==> src/rtl/io_config_ctrl.sv <==
// Pad configuration controller: shadow bank loaded over valid/ready,
// applied atomically after a tri-state quiesce window.
module io_config_ctrl #(
  parameter int NUM_IO   = 8,
  parameter int IDX_W    = 3,
  parameter int HOLD_CYC = 2
) (
  input  logic                  IOCLK,
  input  logic                  RST,
  input  logic                  CFG_VALID,
  output logic                  CFG_READY,
  input  logic [IDX_W-1:0]      CFG_IDX,
  input  logic [2:0]            CFG_DATA,
  input  logic                  CFG_LAST,
  output logic [2*NUM_IO-1:0]   TSMUX_OUT,
  output logic [NUM_IO-1:0]     DORREG_OUT,
  output logic                  BUSY,
  output logic                  DONE,
  output logic                  ERR
);

  localparam int CNT_W = (HOLD_CYC > 1) ? $clog2(HOLD_CYC) : 1;

  typedef enum logic [1:0] {
    IDLE,
    LOAD,
    QUIESCE,
    APPLY
  } state_t;

  state_t              state;
  logic [CNT_W-1:0]    cnt;
  logic [2:0]          shadow [NUM_IO];
  logic [2*NUM_IO-1:0] act_ts;
  logic [NUM_IO-1:0]   act_dor;
  logic                done_q;
  logic                err_q;
  logic                accept;
  logic                in_range;

  assign CFG_READY = (state == IDLE) || (state == LOAD);
  assign BUSY      = (state == QUIESCE) || (state == APPLY);
  assign accept    = CFG_VALID && CFG_READY;
  assign in_range  = int'(CFG_IDX) < NUM_IO;

  // Pads are tri-stated for the whole commit, even ones left unchanged.
  assign TSMUX_OUT  = BUSY ? '0 : act_ts;
  assign DORREG_OUT = act_dor;
  assign DONE       = done_q;
  assign ERR        = err_q;

  always_ff @(posedge IOCLK) begin
    if (RST) begin
      state   <= IDLE;
      cnt     <= '0;
      act_ts  <= '0;
      act_dor <= '0;
      done_q  <= 1'b0;
      err_q   <= 1'b0;
      for (int i = 0; i < NUM_IO; i++)
        shadow[i] <= '0;
    end else begin
      done_q <= 1'b0;
      if (accept) begin
        for (int i = 0; i < NUM_IO; i++)
          if (in_range && CFG_IDX == IDX_W'(i))
            shadow[i] <= CFG_DATA;
        if (!in_range)
          err_q <= 1'b1;
      end
      unique case (state)
        IDLE, LOAD: begin
          if (accept) begin
            if (CFG_LAST) begin
              state <= QUIESCE;
              cnt   <= CNT_W'(HOLD_CYC - 1);
            end else begin
              state <= LOAD;
            end
          end
        end
        QUIESCE: begin
          if (cnt == '0)
            state <= APPLY;
          else
            cnt <= cnt - 1'b1;
        end
        APPLY: begin
          for (int i = 0; i < NUM_IO; i++) begin
            act_ts[2*i +: 2] <= shadow[i][2:1];
            act_dor[i]       <= shadow[i][0];
          end
          done_q <= 1'b1;
          state  <= IDLE;
        end
        default: state <= IDLE;
      endcase
    end
  end

endmodule

==> config.mk <==
export PLATFORM = sky130hd
export DESIGN_NAME = io_config_ctrl
export DESIGN_NICKNAME = d
export VERILOG_FILES = /design/src/rtl/io_config_ctrl.sv
export SDC_FILE = /design/constraint.sdc
export NUM_CORES = 1
export LEC_CHECK = 0
export ABC_CLOCK_PERIOD_IN_PS = 4900
export CORE_MARGIN = 2
export CORE_UTILIZATION = 25
export CTS_BUF_LIST = sky130_fd_sc_hd__clkbuf_4 sky130_fd_sc_hd__clkbuf_8 sky130_fd_sc_hd__clkbuf_16
export DETAILED_ROUTE_END_ITERATION = 10
export DONT_BUFFER_PORTS = 1
export GPL_TIMING_DRIVEN = 1
export PLACE_DENSITY = 0.4
export SYNTH_ARGS = -nofsm -noshare
export SYNTH_HDL_FRONTEND = slang
export SYNTH_SLANG_ARGS = --single-unit
export TNS_END_PERCENT = 1
==> constraint.sdc <==
create_clock -name IOCLK -period 4.9 [get_ports IOCLK]
set_input_delay 1.47 -clock IOCLK [delete_from_list [all_inputs] [get_ports IOCLK]]
set_output_delay 1.47 -clock IOCLK [all_outputs]
set_load 0.02 [all_outputs]
==> results by group <==
Timing
  • Actual slew at the worst max-slew pin: about 1.1 ns
  • Fin. Hold Viols: 0
  • Final period utilization: between 50 and 60%
  • Fin Setup TNS: 0 ns
  • Peak Freq: between 0.3 and 0.4 GHz
  • Fin. max-slew vios: 0
  • Final setup viols: 0
  • Final Skew: about 0.0086 ns
  • Slew margin rel.: between 20 and 25%
  • Crit path time final: between 2 and 3 ns
  • RSZ-0062 raised after global routing: no

Die
  • Die W: between 90 and 100 µm
  • Core area: ~0.0078 mm²
  • Chip Height: about 94 µm
  • FP Rows: 32
  • Starting Density: between 20% and 30%
  • Die area: 0.00887 mm²
  • IO Pins: 38

Logic synthesis
  • Post-Syn Area: 0.00203 mm²
  • Cells after Synth: 160
  • Synth Flop Type: dfxtp_1
  • Synth Register Bits: 52
  • Post-Synthesis Net Count: between 150 and 200
  • Register area share after synthesis: between 60% and 70%
  • Total number of yosys warnings: 0
  • Post-synth EDFFs: 24
  • Async SR Flop Fraction: 0%
  • Average size of a mapped cell: approximately 13 µm²
  • Synth unique cells: 27

Worst setup path
  • Critical Path Start: state[1]
  • Reg2reg start: state[1]
  • Worst setup SP type: flip-flop
  • Top delay family on crit path: flip-flops
  • Worst EP required: 3.43 ns
  • CP cell instances: buf_4 -> nor2b_1
  • Critical path class: reg -> out
  • CP arrival: between 1 and 1.5 ns
  • Crit-path max cell delay: between 0.4 and 0.5 ns
  • Slowest stage cell, crit path: dfxtp_1
  • Bufs and invs on worst path: 1
  • CP endpoint kind: output pin
  • Crit-path max FO: 15

Clocking
  • # Post-CTS Setup Buffers: 0
  • Clock Tree Root: clkbuf_8
  • Clk buf depth: 2
  • Worst-Skew Late Latency: approximately 0.30 ns
  • Sink Count: 52
  • Resize count post-CTS: 0
  • CTS tree: yes
  • Clock-pin slew on the worst setup and hold paths: 0.09 ns
  • CTS Buf Count: 5
  • H-tree levels: 2
  • Post-CTS Hold Buffers: 0

Final layout
  • Final net count: about 160
  • Synth-to-layout area growth: 6.22%
  • ANT cells: 0
  • Most common cell after layout, fill and taps aside: dfxtp_1
  • Most frequent cells in the layout: 28 x dfxtp_1, 24 x a22o_1, 24 x edfxtp_1
  • Post-Layout Cell Count: roughly 250
  • Share of layout cells above drive strength 1: 13.2%

Routing
  • Initial DRC Count: between 60 and 70
  • Via Count: about 1100
  • Routed len/inst: around 16 µm
  • Routed WL: 4090 µm
  • TritonRoute pass-1 iters: 4
  • Post-route ant nets: 0
  • Remaining DRCs: 0
  • Vias per inst: between 4 and 5

Power and ir drop
  • Switching power: ~190 µW
  • Internal power: slightly below 600 µW
  • PwrDens: roughly 360 mW/mm²
  • Leakage: around 0.00076 µW
  • Maximum vdd drop: about 97 µV
  • Seq pwr share: 62.6%
  • Clk pwr share: 31.3%
  • Net Sw Frac: roughly 24%
  • Combinational Power Share: 6.1%

Worst hold path
  • Min-delay src: shadow[0][2]
  • Hold Crit Class: reg -> reg

GRT
  • Initial antenna violation count: 0
  • Grt total ovfl: 0
  • Total GRT Usage: 10.0%
  • Global-route wire length before repair: between 6000 and 7000 µm
  • Vias in the first global route: about 1200
  • Largest net degree at the start of global routing: 26

Place
  • Inst Count DP: approximately 250
  • Port bufs: 0
  • Post-DP HPWL: roughly 2900 µm
  • Placer Congestion: between 0.6 and 0.7

Status
  • Status: finished, final reports clean

Run
  • Max cap viols: 0
-- per-stage QoR --
stage | power, µW | hold WS (ns) | utilization (%) | cell area, µm² | worst slack (ns)
detailed placement | 541 | 0.441 | 26.5 | 2070 | 2.07
global placement | 539 | 0.450 | 26.5 | 2070 | 2.13
floorplan | 533 | 0.436 | - | 2030 | 2.25
global route | 804 | 0.476 | 27.7 | 2160 | 1.83
finish | 770 | 0.461 | 27.7 | 2160 | 1.98
CTS | 780 | 0.464 | 27.7 | 2160 | 1.91
-- sequential cells by signal, summed over array words and instances, names as in the netlist --
register	flops
shadow	24
act_ts	16
DORREG_OUT	8
state	2
DONE	1
cnt	1
-- cell families (layout without fill, tap and decap cells) --
logic type      after synthesis  in the layout  synth area share, %
flops                        52             52                 63.0
simple gates                 50             50                 15.9
compound gates               36             36                 15.4
buf+inv                      21             13                 5.48
other cells                   1              1                0.184
-- per-layer routing --
layer	up-vias	GRT usage, %	wire (µm)
li1	564	-	-
met1	532	12.3	1880
met2	36	16.0	1880
met3	6	3.45	255
met4	0	4.35	82
met5	-	0	0
-- Yosys cell counts, types with 2 or more instances --
library cell   n  area (µm²)
nor3_2         6        60.1
a22o_1        24         210
nor2b_1       16         100
edfxtp_1      24         721
nand3b_1       2        15.0
buf_2          5        25.0
o21bai_2       3        33.8
clkbuf_1       8        30.0
nor3_1        12        60.1
buf_6          3        33.8
o21bai_1       5        37.5
dfxtp_1       28         561
inv_1          4        15.0
nand2b_1       6        37.5
nand2_1        2        7.51
-- area by class of cell --
class,instances,area [µm²]
Sequential cell,52,1280
Inverter,4,15.0
Fill cell,803,5650
Clock inverter,3,18.8
Clock buffer,5,68.8
Timing Repair Buffer,1,7.51
Multi-Input combinational cell,87,641
Tap cell,102,128
-- power by group through the flow --
| stage | sequential, µW | clock, µW | combinational [µW] |
|---|---|---|---|
| 5_1_grt | 485 | 266 | 52.6 |
| 2_1_floorplan | 488 | 0 | 45.5 |
| 6_report | 483 | 241 | 46.7 |
| 4_1_cts | 483 | 249 | 47.9 |
| 3_5_place_dp | 493 | 0 | 47.8 |
| 3_3_place_gp | 493 | 0 | 46.2 |
-- final timing paths --
kind                                      to  slack [ns]  depth (start not counted)
worst max-delay path            TSMUX_OUT[4]        1.98                          2
worst min-delay path               act_ts[1]        0.46                          1
worst max register to register  shadow[1][5]        2.74                          3
worst min register to register     act_ts[1]        0.46                          1
Note: power is estimated with default switching activity, not from simulation.
==> patch, RTL diff (same flow settings) <==
Change the parameter `IDX_W` from 3 to 2.
--- a/src/rtl/io_config_ctrl.sv
+++ b/src/rtl/io_config_ctrl.sv
@@ -2,7 +2,7 @@
 // applied atomically after a tri-state quiesce window.
 module io_config_ctrl #(
   parameter int NUM_IO   = 8,
-  parameter int IDX_W    = 3,
+  parameter int IDX_W    = 2,
   parameter int HOLD_CYC = 2
 ) (
   input  logic                  IOCLK,
Ports: changed (resized CFG_IDX); port bits go from 38 to 37. The function was not compared with the original's and may differ.
==> patch against the unedited design <==
Global-route usage decreased by 0.39 points; total power shrank 13%; worst setup slack got worse by 0.28 ns; largest power group unchanged; sequential power decreased by 23%; synthesized area decreased by 19%; critical endpoint is now TSMUX_OUT[3]; sequential cell count is 12 lower; routed wire length decreased by 19%; design area is 19% lower.
==> patch: results (changes against the unedited design) <==
* Routed vias/inst at 4.511 (+0.68%)
* Worst slew margin relative to its limit at 31.46% (+7.0 points)
* Final GP Congestion at 0.7855 (+14%)
* Static leakage at 0.0006019 uW (-21%)
* Net count of the finished layout at 166 (+3.1%)
* Largest stage delay, worst path at 1.00 ns (+0.53 ns)
* Power of the combinational group at 29.4 uW (-37%)
* Outcome: completed
* Met2 Usage GRT at 14.28% (-1.7 points)
* Worst Hold Margin at 0.4444 ns (-0.01648 ns)
* DP Worst Slack at 1.957 ns (-0.1138 ns)
* Share of the yosys chip area belonging to registers at 59.48% (-3.5 points)
* Register-to-register path setup slack at 2.91 ns (+0.17 ns)
* IR drop worst, VDD at 136.2 uV (+40%)
* Met1 capacity usage during global routing at 11.66% (-0.63 points)
* Number of global-route vias before repair at 1069 (-13%)
* Most frequent cells after synthesis: nand2_1 (42), dfxtp_1 (22), a21oi_1 (20)
* GR met3 Demand/Resource at 5.253% (+1.8 points)
* Flip-flop count of the largest register, all copies and words added at 18 (-25%)
* Final setup slack of the worst path at 1.707 ns (-0.2764 ns)
* Per-instance average area after synthesis at 9.816 um^2 (-23%)
* Placed instance area at 1629 um^2 (-21%)
* Layout Skew at 0.002724 ns (-0.005899 ns)
* Crit path DAT at 1.72 ns (+0.27 ns)
* DR iter-0 viols at 31 (-52%)
* DPL Wire Length at 2.237 mm (-22%)
* Largest cells by area after synthesis: edfxtp_1 (33%), dfxtp_1 (27%), nand2_1 (9.6%), nor2b_1 (6.4%), a21oi_1 (6.1%)
* Synthesized Nets at 177 (+4.1%)
* Share of final-layout standard cells stronger than drive strength 1 at 8.861% (-4.3 points)
-- patch: changes by cell type after synthesis, moves of 4 or more --
cell and delta:
nor3_1 -11, o21bai_1 -5, clkbuf_1 -4, nand2b_1 -5
a21oi_1 +20, nor2_1 +9, nor3_2 -5, edfxtp_1 -6
buf_4 +9, nand2_1 +40, dfxtp_1 -6, a22o_1 -24
-- patch: final timing paths --
path / from / to / depth (start not counted)
worst min register to register: act_ts[5]$_SDFFE_PP0P_ / act_ts[5]$_SDFFE_PP0P_ / 2
worst min-delay path: act_ts[5]$_SDFFE_PP0P_ / act_ts[5]$_SDFFE_PP0P_ / 2
worst max register to register: state[1]$_SDFFE_PP0P_ / act_ts[8]$_SDFFE_PP0P_ / 3
worst max-delay path: state[1]$_SDFFE_PP0P_ / TSMUX_OUT[3] / 1
-- patch: area by class of cell --
cell class | instances | area [um^2] | share of cell area (%)
sequential | 40 | 980.9 | 56.36
multi-input combinational | 109 | 548.0 | 31.49
tap | 77 | 96.34 | 5.536
clock buffer | 6 | 76.32 | 4.385
clock inverter | 2 | 35.03 | 2.013
inverter | 1 | 3.754 | 0.2157
-- patch: per-layer routing --
| metal | wire length [um] | up-vias | part of all wire, % |
|---|---|---|---|
| met4 | 34 | 0 | 1.0 |
| li1 | - | 522 | - |
| met2 | 1522 | 30 | 46 |
| met1 | 1453 | 504 | 44 |
| met5 | 0 | - | 0 |
| met3 | 317 | 4 | 9.5 |
-- patch: kinds of logic (layout without fill, tap and decap cells) --
family | count (synthesis) | count (layout) | share of synthesized area [%]
AO/OA/AOI/OAI | 26 | 26 | 8.953
buffers and inverters | 19 | 9 | 7.283
flip-flops | 40 | 40 | 59.48
other | 1 | 1 | 0.2274
AND/OR/NAND/NOR | 82 | 82 | 24.05
